==> src/rtl/product_accumulator.sv <==
// product_accumulator: sums LEN consecutive unsigned products from the array
// multiplier into a W-bit result. The sum wraps modulo 2^W, and a sticky flag
// records whether it wrapped. The finished sum sits in an output register with
// a valid/ready handshake. While that register is occupied and not draining,
// the block stalls the product stream.
module product_accumulator #(
  parameter int n   = 4,
  parameter int W   = 2*n+4,
  parameter int LEN = 4
) (
  input  logic           clk,
  input  logic           n_reset,
  input  logic [2*n-1:0] prod,
  input  logic           in_valid,
  output logic           in_ready,
  input  logic           clear,
  output logic [W-1:0]   sum,
  output logic           ovf,
  output logic           out_valid,
  input  logic           out_ready
);

  localparam int            CW      = (LEN > 1) ? $clog2(LEN) : 1;
  localparam logic [CW-1:0] LastCnt = CW'(LEN-1);

  logic [W-1:0]  accQ, accD;
  logic          aovfQ, aovfD;
  logic [CW-1:0] cntQ, cntD;
  logic [W-1:0]  sumQ, sumD;
  logic          ovfQ, ovfD;
  logic          outValidQ, outValidD;

  logic          accept;
  logic          lastTerm;
  logic [W:0]    prodExt;
  logic [W:0]    addFull;

  // A term can enter whenever the result slot is empty or is being emptied
  // this cycle. The slot drains and refills on the same edge, so no bubble
  // appears between groups. clear blocks acceptance while it aborts.
  assign in_ready = !clear && (!outValidQ || out_ready);
  assign accept   = in_valid && in_ready;
  assign lastTerm = (cntQ == LastCnt);

  // The extra top bit of the sum is the carry-out of the W-bit add. That bit
  // feeds the sticky wrap flag.
  assign prodExt = {{(W+1-2*n){1'b0}}, prod};
  assign addFull = {1'b0, accQ} + prodExt;

  // Next-state: the output drain, the clear, and the term acceptance are
  // resolved here. A last-term load overrides the drain so the new result
  // replaces the one leaving.
  always_comb begin
    accD      = accQ;
    aovfD     = aovfQ;
    cntD      = cntQ;
    sumD      = sumQ;
    ovfD      = ovfQ;
    outValidD = outValidQ;

    if (outValidQ && out_ready) begin
      outValidD = 1'b0;
    end

    if (clear) begin
      accD  = '0;
      aovfD = 1'b0;
      cntD  = '0;
    end else if (accept) begin
      if (lastTerm) begin
        sumD      = addFull[W-1:0];
        ovfD      = aovfQ | addFull[W];
        outValidD = 1'b1;
        accD      = '0;
        aovfD     = 1'b0;
        cntD      = '0;
      end else begin
        accD  = addFull[W-1:0];
        aovfD = aovfQ | addFull[W];
        cntD  = cntQ + 1'b1;
      end
    end
  end

  // State register. Reset is asynchronous and discards the partial group and
  // any pending result.
  always_ff @(posedge clk or negedge n_reset) begin
    if (!n_reset) begin
      accQ      <= '0;
      aovfQ     <= 1'b0;
      cntQ      <= '0;
      sumQ      <= '0;
      ovfQ      <= 1'b0;
      outValidQ <= 1'b0;
    end else begin
      accQ      <= accD;
      aovfQ     <= aovfD;
      cntQ      <= cntD;
      sumQ      <= sumD;
      ovfQ      <= ovfD;
      outValidQ <= outValidD;
    end
  end

  assign sum       = sumQ;
  assign ovf       = ovfQ;
  assign out_valid = outValidQ;

endmodule

==> config.mk <==
export PLATFORM = sky130hd
export DESIGN_NAME = product_accumulator
export DESIGN_NICKNAME = d
export VERILOG_FILES = /design/src/rtl/product_accumulator.sv
export SDC_FILE = /design/constraint.sdc
export NUM_CORES = 1
export LEC_CHECK = 0
export CORE_MARGIN = 1
export CORE_UTILIZATION = 52
export DETAILED_ROUTE_END_ITERATION = 6
export PLACE_DENSITY = 0.9
export SLEW_MARGIN = 20
export SYNTH_ARGS = -nofsm -noshare
export SYNTH_HDL_FRONTEND = slang
export SYNTH_SLANG_ARGS = --single-unit
==> constraint.sdc <==
create_clock -name clk -period 2.3 [get_ports clk]
set_input_delay 0.345 -clock clk [delete_from_list [all_inputs] [get_ports clk]]
set_output_delay 0.345 -clock clk [all_outputs]
set_load 0.01 [all_outputs]
; Word-level counts from Yosys, hierarchy flattened
; Index checks and enable logic that the tools add are counted.
[totals]
regBits = 29
[op_classes]
addsub = 2
n_eq_ne = 1
muxes = 13
n_bitwise = 2
reduce_logical = 8
[op_table]
columns = operator, n
row1 = 12-bit 2-to-1 mux, 3
row2 = 12-bit by 8-bit adder with 13-bit output, 1
row3 = 1-bit 2-to-1 mux, 7
row4 = 2-bit 2-to-1 mux, 3
row5 = 1-bit logical AND, 3
row6 = 3-bit AND reduction, 1
row7 = 2-bit by 1-bit adder with 2-bit output (second input constant), 1
row8 = 2-bit equality test (second input constant), 1
row9 = 1-bit zero test, 2
row10 = 2-bit nonzero test, 1
row11 = 1-bit logical OR, 1
row12 = 1-bit NOT, 1
row13 = 1-bit OR, 1

; Longest topological paths before layout
; Gate-level depths: netlist of run 1.
[logic_depth]
ltp_word = 6
depth_mapped = 8

; Worst setup path after synthesis of run 1
; No wires, ideal clock.
[synth_path]
path_type = input to register
from = input prod[0]
to = register aovfQ
setup_time_ns = 0.078
arrival_ns = 1.920
required_ns = 2.222
slack_ns = 0.302
path_stages = 8
n_path_buf = 0
path_cell_list = ha_1 > inv_1 > fa_1 > nand2b_1 > a21oi_1 > o21ai_1 > or3_1 > o2bb2ai_1
[synth_between]
elab_chain_cells = 5
[synth_lines]
columns = item, line_no
row1 = start: declaration, 13  ; input logic [2*n-1:0] prod,
row2 = 12-bit by 8-bit adder with 13-bit output, 48  ; assign addFull = {1'b0, accQ} + prodExt;
row3 = 1-bit OR, 79  ; aovfD = aovfQ | addFull[W];
row4 = 1-bit 2-to-1 mux, 70  ; if (lastTerm) begin
row5 = 1-bit 2-to-1 mux, 69  ; end else if (accept) begin
row6 = 1-bit 2-to-1 mux, 65  ; if (clear) begin
row7 = end signal: assignment, 97  ; aovfQ <= aovfD;
row8 = end: declaration, 27  ; logic aovfQ, aovfD;
; No other way between the ends. The select of a mux whose other input is x is not followed.
; A chain may end at the register's enable or synchronous reset.

; Worst setup path in the final report of run 1
; Same ends and word-level chain as after synthesis.

==> results.ini, run 1 <==
[run_status]
status=finished, violations left
violations=DRC

[detailed_routing]
ant_nets=0
wl_per_cell_um=15.5
drt_iter0_markers=70
drt_pre_antenna_iters=7
num_vias=1359
wirelength_um=3610
via_per_inst=5.86
drc=10

[setup_path]
cp_max_fo=4
cp-start-kind=input pin
path_class=input pin to flop
slowest_stage=clkdlybuf4s50_1
critPathMaxStageDelay_ns=0.47
cp_num_buf_inv=2
crit_family=simple AND/OR/NAND/NOR gates
critPathRequiredTime_ns=2.55
worst_setup_path_end_kind=flop
path_cells=clkdlybuf4s50_1, ha_1, inv_1, fa_1, nand2b_1, a21oi_2, o21ai_2, or3_1, o2bb2ai_1
crit_arrival_ns=2.49

[global_routing]
grt_pass1_wl_um=6180
grt_max_degree=30
grt_pass1_vias=1407
track_usage_pct=25.6
grt_antenna_before_repair=0
overflow=0

[synthesis]
ys_warn_count=0
ys_types=35
synthCells=157
synth_nets=180
syn_avg_cell_area_um2=9.91
syn-cell-area_um2=1560
synth-seq-cells=29
synth_seq_area_share_pct=46.7

[cts]
worstSkewPairLatency_ns=0.33
cts_hold_buf=0
clock_path_buffers=2
clkSinkCount=29
cts_tree=done
cts.clk_slew.worst_paths_ns=0.09
root_buffer=clkbuf_4
cts_htree_levels=2
cts_made_buffers=5

[timing]
slew_viol_final=0
min_period_ns=2.24
finalSetupViolCount=0
max_freq_mhz=447
hold_viol=0
slew_headroom_pct=67.2
fin_crit_sh_pct=97.2
rsz0062_at_grt=no
skew_ns=0.00644
worst_slew_pin_slew_ns=0.490
timing.final.ws_setup_ns=0.0649

[cells_and_area]
drive_gt1_share_pct=15.9
fin_nets=224
layout_commonest_cell=dfrtp_1
nFillCells=223
design_area_um2=2020
final_cells=232
final_util_pct=72.1
syn_to_final_growth_pct=30.1
final_cell_mix=dfrtp_1, nand2_1, clkdlybuf4s50_1, buf_4, o21ai_0
diodes=0

[floorplanning]
num_rows=19
die_h_um=56.7
die_w_um=56.7
start_util_pct=55.4
core-area_um2=2810
dieArea_um2=3210
pin_count=28

[place]
numPortBuffers=27
place_hpwl_um=2670
globalplace.congestion=0.862
dpl_worst_slack_ns=-0.317
place_area_um2=1950
dpl.cell_count=225

[pwr]
peakVddDrop_uv=514
power_leakage_nw=0.923
power_density_nw_per_um2=818

[worst_hold_path]
hp-class=input pin to asynchronous set/reset pin

[job]
drv_cap=0

## through the flow
stage / hold WS, ns / TNS, ns / power, W
floorplan: 0.0494 / 0 / 0.00104
global placement: 0.457 / -1.02 / 0.00130
detailed placement: 0.462 / -1.98 / 0.00134
CTS: 0.396 / 0 / 0.00166
global route: 0.427 / 0 / 0.00176
finish: 0.396 / 0 / 0.00166
## cells in the mapped netlist
| master | n | area [µm²] |
|---|---|---|
| dfrtp_1 | 29 | 726 |
| nand2_1 | 27 | 101 |
| o21ai_0 | 11 | 55.1 |
| a21oi_1 | 10 | 50.1 |
| ha_1 | 9 | 113 |
| nor2_1 | 8 | 30.0 |
| a22o_1 | 6 | 52.6 |
| nand2b_1 | 5 | 31.3 |
| xnor2_1 | 5 | 43.8 |
| a31oi_1 | 4 | 25.0 |
| inv_1 | 4 | 15.0 |
| xor2_1 | 4 | 35.0 |
| mux2_2 | 3 | 33.8 |
| nor2b_1 | 3 | 18.8 |
| or3_1 | 3 | 18.8 |
| a211oi_1 | 2 | 15.0 |
| a21o_1 | 2 | 15.0 |
| buf_2 | 2 | 10.0 |
| clkbuf_1 | 2 | 7.51 |
| o211ai_1 | 2 | 15.0 |
| o22ai_1 | 2 | 12.5 |
| a2bb2oi_2 | 1 | 15.0 |
| and2_1 | 1 | 6.26 |
| fa_1 | 1 | 20.0 |
| mux2i_1 | 1 | 10.0 |
| nand4_1 | 1 | 6.26 |
| nor3b_2 | 1 | 12.5 |
| nor4_1 | 1 | 6.26 |
| o21ai_1 | 1 | 5.00 |
| o21ai_2 | 1 | 8.76 |
| o21ba_2 | 1 | 10.0 |
| o2bb2ai_1 | 1 | 8.76 |
| o311a_1 | 1 | 10.0 |
| or2_1 | 1 | 6.26 |
| or2_2 | 1 | 6.26 |
## cells by family (layout without fill, tap and decap cells)
family / after synthesis / after routing / synth area share [%]
buf+inv: 8 / 52 / 2.09
mux: 4 / 4 / 2.82
simple gates: 52 / 52 / 15.7
flops: 29 / 29 / 46.7
fa+ha+maj: 10 / 10 / 8.53
xor+xnor: 9 / 9 / 5.07
compound gates: 45 / 45 / 19.1
## what timing repair did
action | CTS | global route
setup buffers | 0 | 0
setup endpoints to repair | 0 | 3
gates resized for setup | 0 | 4
## registers in the layout (all words and copies together), names as in the netlist
register and cells:
accQ 12, ovf 1, cntQ 2, out_valid 1
aovfQ 1, sum 12
## layer usage
layer	vias up	track usage (%)	wire length, µm
met4	0	11.1	66
met5	-	0	0
met2	47	45.1	1840
li1	643	-	-
met1	659	29.0	1490
met3	10	6.45	206
## worst paths after layout
kind | slack, ns | cells after the start | start | endpoint
max reg2reg | 0.17 | 8 | accQ[0]$_DFFE_PN0P_ | aovfQ$_DFFE_PN0P_
min | 0.40 | 2 | n_reset | sum[0]$_DFFE_PN0P_
max in group asynchronous | 1.63 | 2 | n_reset | sum[7]$_DFFE_PN0P_
min in group clk | 0.48 | 2 | sum[5]$_DFFE_PN0P_ | sum[5]$_DFFE_PN0P_
max | 0.06 | 9 | prod[0] | aovfQ$_DFFE_PN0P_
min reg2reg | 0.48 | 2 | sum[5]$_DFFE_PN0P_ | sum[5]$_DFFE_PN0P_
## power by group
group | internal (W) | switching [W]
clock | 0.000144 | 0.000171
combinational | 0.000350 | 0.000297
sequential | 0.000620 | 0.0000737
## cell type report
cell class | count | area (µm²) | share of cell area, %
multi-input combinational | 120 | 813 | 40.2
sequential | 29 | 726 | 35.9
timing repair buffer | 41 | 375 | 18.6
clock buffer | 7 | 55.1 | 2.72
tap | 31 | 38.8 | 1.92
inverter | 4 | 15.0 | 0.742
## worst reg2reg max path, cell delays in order, from the launching register on
cell and delay, ns:
dfrtp_1 0.38, ha_1 0.18, inv_1 0.06, fa_1 0.39
nand2b_1 0.19, a21oi_2 0.17, o21ai_2 0.11, or3_1 0.42
o2bb2ai_1 0.16
Power figures use the tool's default switching activity.
==> inputs of run 2 (changes only) <==
--- a/config.mk
+++ b/config.mk
@@ -6,9 +6,11 @@
 export NUM_CORES = 1
 export LEC_CHECK = 0
 export CORE_MARGIN = 1
-export CORE_UTILIZATION = 52
+export CORE_UTILIZATION = 55
 export DETAILED_ROUTE_END_ITERATION = 6
-export PLACE_DENSITY = 0.9
+export GPL_TIMING_DRIVEN = 0
+export PLACE_DENSITY = 0.94
+export REMOVE_ABC_BUFFERS = 1
 export SLEW_MARGIN = 20
 export SYNTH_ARGS = -nofsm -noshare
 export SYNTH_HDL_FRONTEND = slang
==> constraint.sdc (replaced) <==
create_clock -name clk -period 2.8 [get_ports clk]
set_input_delay 0.42 -clock clk [delete_from_list [all_inputs] [get_ports clk]]
set_output_delay 0.42 -clock clk [all_outputs]
set_load 0.01 [all_outputs]
==> results.ini, run 2 (synthesis results as in run 1) <==
[floorplanning]
core-area_um2=2570  ; was 2810 µm²
pin_count=28  ; unchanged
start_util_pct=60.6  ; was 55.4%
die_w_um=55.2  ; was 56.7 µm
num_rows=18  ; was 19
dieArea_um2=3040  ; was 3210 µm²
die_h_um=55.2  ; was 56.7 µm

[worst_hold_path]
hp-class=input pin to asynchronous set/reset pin  ; unchanged

[place]
dpl_worst_slack_ns=0.0448  ; was -0.317 ns
dpl.cell_count=210  ; was 225
numPortBuffers=27  ; unchanged
place_hpwl_um=2320  ; was 2670 µm
globalplace.congestion=0.887  ; was 0.862

[setup_path]
cp.depth=9  ; unchanged
crit_arrival_ns=2.68  ; was 2.49 ns
critPathMaxStageDelay_ns=0.46  ; was 0.47 ns
critPathRequiredTime_ns=3.05  ; was 2.55 ns
worst_setup_path_end_kind=flop  ; unchanged
crit_path_end=aovfQ$_DFFE_PN0P_  ; unchanged
slowest_stage=clkdlybuf4s50_1  ; unchanged
cp_num_buf_inv=2  ; unchanged
crit_family=simple AND/OR/NAND/NOR gates  ; unchanged
timing.rr.end=aovfQ$_DFFE_PN0P_  ; unchanged
path_cells=clkdlybuf4s50_1, ha_1, inv_1, fa_1, nand2b_1, a21oi_1, o21ai_1, or3_1, o2bb2ai_1  ; was clkdlybuf4s50_1, ha_1, inv_1, fa_1, nand2b_1, a21oi_2, o21ai_2, or3_1, o2bb2ai_1
cp-start-kind=input pin  ; unchanged
crit_start=prod[0]  ; unchanged
cp_max_fo=4  ; unchanged
rrSetupSlack_ns=0.54  ; was 0.17 ns
reg2regPathDepth=8  ; unchanged
reg2reg_from=accQ[0]$_DFFE_PN0P_  ; unchanged
path_class=input pin to flop  ; unchanged

[cells_and_area]
final_cells=217  ; was 232
fin_nets=210  ; was 224
layout_commonest_cell=dfrtp_1  ; unchanged
syn_to_final_growth_pct=21.9  ; was 30.1%
drive_gt1_share_pct=8.02  ; was 15.9%
diodes=0  ; unchanged
final_cell_mix=dfrtp_1, nand2_1, clkdlybuf4s50_1, o21ai_0, a21oi_1  ; was dfrtp_1, nand2_1, clkdlybuf4s50_1, buf_4, o21ai_0

[cts]
cts_tree=done  ; unchanged
cts.clk_slew.worst_paths_ns=0.09  ; about the same
cts_hold_buf=0  ; unchanged
cts_made_buffers=5  ; unchanged
worstSkewPairLatency_ns=0.32  ; was 0.33 ns
cts_htree_levels=2  ; unchanged
clkSinkCount=29  ; unchanged
cts_setup_buffers=0  ; unchanged
post_cts_resized=0  ; unchanged
clock_path_buffers=2  ; unchanged
root_buffer=clkbuf_4  ; unchanged

[detailed_routing]
drc=0  ; was 10
via_per_inst=5.65  ; was 5.86
wl_per_cell_um=14.3  ; was 15.5 µm
drt_pre_antenna_iters=4  ; was 7
drt_iter0_markers=21  ; was 70
ant_nets=0  ; unchanged
num_vias=1226  ; was 1359
wirelength_um=3100  ; was 3610 µm

[global_routing]
grt_max_degree=30  ; unchanged
use_met3_pct=9.56  ; was 6.45%
grt_pass1_wl_um=5320  ; was 6180 µm
grt-busiest-layer=met2  ; unchanged
grt_antenna_before_repair=0  ; unchanged
grt_pass1_vias=1246  ; was 1407
overflow=0  ; unchanged
met1_usage_pct=30.6  ; was 29.0%
met2_usage_pct=41.2  ; was 45.1%
track_usage_pct=26.0  ; was 25.6%

[timing]
min_period_ns=2.43
timing.final.ws_setup_ns=0.366  ; was 0.0649 ns
rsz0062_at_grt=no  ; unchanged
slew_headroom_pct=47.8  ; was 67.2%
fin_crit_sh_pct=86.9
skew_ns=0.00461  ; was 0.00644 ns
fin_setup_tns_ns=0  ; unchanged
hold_ws_ns=0.0999  ; was 0.396 ns
finalSetupViolCount=0  ; unchanged
max_freq_mhz=411
worst_slew_pin_slew_ns=0.780  ; was 0.490 ns
hold_viol=0  ; unchanged
slew_viol_final=0  ; unchanged

[pwr]
power_frac_seq_pct=43.9  ; was 41.9%
power_density_nw_per_um2=685  ; was 818 nW/µm²
peakVddDrop_uv=646  ; was 514 µV
p_int_w=0.000881  ; was 0.00111 W
p_switching_w=0.000416  ; was 0.000542 W
combPwrFrac_pct=36.3  ; was 39.1%
switching_share_pct=32.1  ; was 32.7%
power_leakage_nw=0.855  ; was 0.923 nW
power_w=0.00130  ; was 0.00166 W
clockPowerShare_pct=19.8  ; was 19.0%

[run_status]
status=finished, final reports clean  ; was finished, violations left

[job]
drv_cap=0  ; unchanged

-- run 2: final cells by class --
cell class / instances / area, µm²
inverter: 4 / 15.0
timing repair buffer: 27 / 265
clock buffer: 7 / 55.1
multi-input combinational: 120 / 797
tap: 30 / 37.5
sequential: 29 / 726
fill: 218 / 672
-- run 2: through the flow --
stage	utilization [%]	area (µm²)
6_report	73.8	1900
3_5_place_dp	71.7	1840
5_1_grt	73.8	1900
4_1_cts	73.8	1900
3_3_place_gp	71.9	1850
2_1_floorplan	-	1540
-- run 2: worst register-to-register path, cell delays in order, from the launching register on --
cell	delay (ns)
dfrtp_1	0.38
ha_1	0.20
inv_1	0.07
fa_1	0.41
nand2b_1	0.20
a21oi_1	0.19
o21ai_1	0.17
or3_1	0.43
o2bb2ai_1	0.15
-- run 2: worst min-delay path by stage --
stage,start,to,slack [ns]
4_1_cts,n_reset,accQ[3]$_DFFE_PN0P_,0.12
3_3_place_gp,sum[3]$_DFFE_PN0P_,sum[3]$_DFFE_PN0P_,0.46
6_report,n_reset,sum[5]$_DFFE_PN0P_,0.1
3_5_place_dp,sum[3]$_DFFE_PN0P_,sum[3]$_DFFE_PN0P_,0.46
5_1_grt,n_reset,accQ[4]$_DFFE_PN0P_,0.15
2_1_floorplan,n_reset,accQ[0]$_DFFE_PN0P_,0.12
-- run 2: power by group through the flow --
stage / clock (W) / sequential (W) / combinational (W)
after floorplan: 0 / 0.000595 / 0.000254
after global placement: 0 / 0.000570 / 0.000459
after detailed placement: 0 / 0.000580 / 0.000472
after CTS: 0.000262 / 0.000571 / 0.000475
after global routing: 0.000281 / 0.000584 / 0.000528
final: 0.000257 / 0.000569 / 0.000472
-- run 2: layer usage --
layer / share of wire (%) / vias up
met5: 0 / -
met2: 47 / 42
li1: - / 621
met3: 6.1 / 7
met1: 44 / 556
met4: 2.0 / 0
==> inputs of run 3 (changes only) <==
--- a/config.mk
+++ b/config.mk
@@ -11,7 +11,7 @@
 export GPL_TIMING_DRIVEN = 0
 export PLACE_DENSITY = 0.94
 export REMOVE_ABC_BUFFERS = 1
-export SLEW_MARGIN = 20
+export SLEW_MARGIN = 5
 export SYNTH_ARGS = -nofsm -noshare
 export SYNTH_HDL_FRONTEND = slang
 export SYNTH_SLANG_ARGS = --single-unit
==> results.ini, run 3 (synthesis results as in run 1) <==
[floorplanning]
die_h_um=55.2  ; unchanged
die_w_um=55.2  ; unchanged
start_util_pct=60.6  ; unchanged
pin_count=28  ; unchanged
dieArea_um2=3040  ; unchanged
core-area_um2=2570  ; unchanged
num_rows=18  ; unchanged

[setup_path]
worst_setup_path_end_kind=flop  ; unchanged
cp.depth=9  ; unchanged
path_cells=clkdlybuf4s50_1, ha_1, inv_1, fa_1, nand2b_1, a21oi_1, o21ai_1, or3_1, o2bb2ai_1  ; unchanged
critPathRequiredTime_ns=3.05  ; about the same
crit_arrival_ns=2.69  ; was 2.68 ns
critPathMaxStageDelay_ns=0.46  ; about the same
cp-start-kind=input pin  ; unchanged
cp_num_buf_inv=2  ; unchanged
cp_max_fo=4  ; unchanged
reg2regPathDepth=8  ; unchanged
crit_family=simple AND/OR/NAND/NOR gates  ; unchanged
path_class=input pin to flop  ; unchanged
slowest_stage=clkdlybuf4s50_1  ; unchanged

[timing]
fin_setup_tns_ns=0  ; unchanged
rsz0062_at_grt=no  ; unchanged
skew_ns=0.00735  ; was 0.00461 ns
slew_headroom_pct=47.7  ; was 47.8%
finalSetupViolCount=0  ; unchanged
worst_slew_pin_slew_ns=0.782  ; was 0.780 ns
max_freq_mhz=411  ; about the same
fin_crit_sh_pct=86.9  ; about the same
min_period_ns=2.43  ; about the same
hold_viol=0  ; unchanged
slew_viol_final=0  ; unchanged

[cells_and_area]
regArea_um2=726  ; unchanged
layout_commonest_cell=dfrtp_1  ; unchanged
diodes=0  ; unchanged
nFillCells=206  ; was 218
syn_to_final_growth_pct=21.9  ; unchanged
fin_nets=210  ; unchanged
multiInputGateArea_um2=797  ; unchanged
final_cell_mix=dfrtp_1, nand2_1, clkdlybuf4s50_1, o21ai_0, a21oi_1  ; unchanged
drive_gt1_share_pct=8.02  ; unchanged

[detailed_routing]
wirelength_um=3110  ; was 3100 µm
drt_pre_antenna_iters=6  ; was 4
drc=0  ; unchanged
ant_nets=0  ; unchanged
drt_iter0_markers=19  ; was 21
via_per_inst=5.71  ; was 5.65
wl_per_cell_um=14.3  ; about the same
num_vias=1238  ; was 1226

[global_routing]
track_usage_pct=26.1  ; was 26.0%
grt_pass1_vias=1231  ; was 1246
overflow=0  ; unchanged
grt_pass1_wl_um=5350  ; was 5320 µm
grt_max_degree=30  ; unchanged
grt_antenna_before_repair=0  ; unchanged

[pwr]
peakVddDrop_uv=658  ; was 646 µV
switching_share_pct=32.1  ; about the same
p_switching_w=0.000416  ; about the same
p_int_w=0.000881  ; about the same
power_frac_seq_pct=43.9  ; about the same
power_density_nw_per_um2=684  ; was 685 nW/µm²
power_leakage_nw=0.855  ; unchanged
combPwrFrac_pct=36.3  ; about the same
power_w=0.00130  ; about the same
clockPowerShare_pct=19.7  ; was 19.8%

[place]
numPortBuffers=27  ; unchanged
place_hpwl_um=2340  ; was 2320 µm
globalplace.congestion=0.887  ; unchanged

[cts]
cts.clk_slew.worst_paths_ns=0.09  ; about the same
cts_hold_buf=0  ; unchanged
cts_setup_buffers=0  ; unchanged
worstSkewPairLatency_ns=0.32  ; about the same
root_buffer=clkbuf_4  ; unchanged
cts_made_buffers=5  ; unchanged
post_cts_resized=0  ; unchanged
clock_path_buffers=2  ; unchanged
cts_tree=done  ; unchanged
clkSinkCount=29  ; unchanged
cts_htree_levels=2  ; unchanged

[worst_hold_path]
hp-class=input pin to asynchronous set/reset pin  ; unchanged

[job]
drv_cap=0  ; unchanged

[run_status]
status=finished, final reports clean  ; unchanged

## run 3: layout make-up
class | count | area share [%]
inverters | 4 | 0.792
clock buffers | 7 | 2.90
flip-flops and latches | 29 | 38.3
multi-input cells | 120 | 42.0
well taps | 30 | 1.98
repair buffers | 27 | 14.0
## run 3: path summary, 6_finish.rpt
kind | start | end | slack (ns)
setup / recovery | prod[0] | aovfQ$_DFFE_PN0P_ | 0.37
hold / removal | n_reset | sum[5]$_DFFE_PN0P_ | 0.11
setup reg to reg | accQ[0]$_DFFE_PN0P_ | aovfQ$_DFFE_PN0P_ | 0.56
hold reg to reg | sum[3]$_DFFE_PN0P_ | sum[3]$_DFFE_PN0P_ | 0.48
max in group asynchronous | n_reset | sum[11]$_DFFE_PN0P_ | 2.29
min in group clk | sum[3]$_DFFE_PN0P_ | sum[3]$_DFFE_PN0P_ | 0.48
## run 3: per-stage QoR
stage          setup slack, ns  hold slack [ns]  instance area [µm²]  std cells  utilization, %
2_1_floorplan            0.727            0.124                 1540        153               -
3_3_place_gp            0.0857            0.457                 1850        210            71.9
3_5_place_dp            0.0407            0.461                 1850        210            71.9
4_1_cts                  0.377            0.483                 1900        217            74.0
5_1_grt                  0.236            0.144                 1900        217            73.8
6_report                 0.368            0.107                 1900        217            73.8
## run 3: layer usage
layer / global-route usage [%] / wire, µm
met1: 32.2 / 1420
met2: 41.4 / 1460
met3: 9.29 / 158
met4: 10.8 / 70
met5: 0 / 0
## run 3: power groups by stage
stage / Combinational [W] / Clock [W] / Sequential (W)
after floorplan: 0.000254 / 0 / 0.000595
after global placement: 0.000459 / 0 / 0.000570
after detailed placement: 0.000473 / 0 / 0.000579
after CTS: 0.000476 / 0.000259 / 0.000571
after global routing: 0.000528 / 0.000280 / 0.000584
final: 0.000471 / 0.000256 / 0.000570
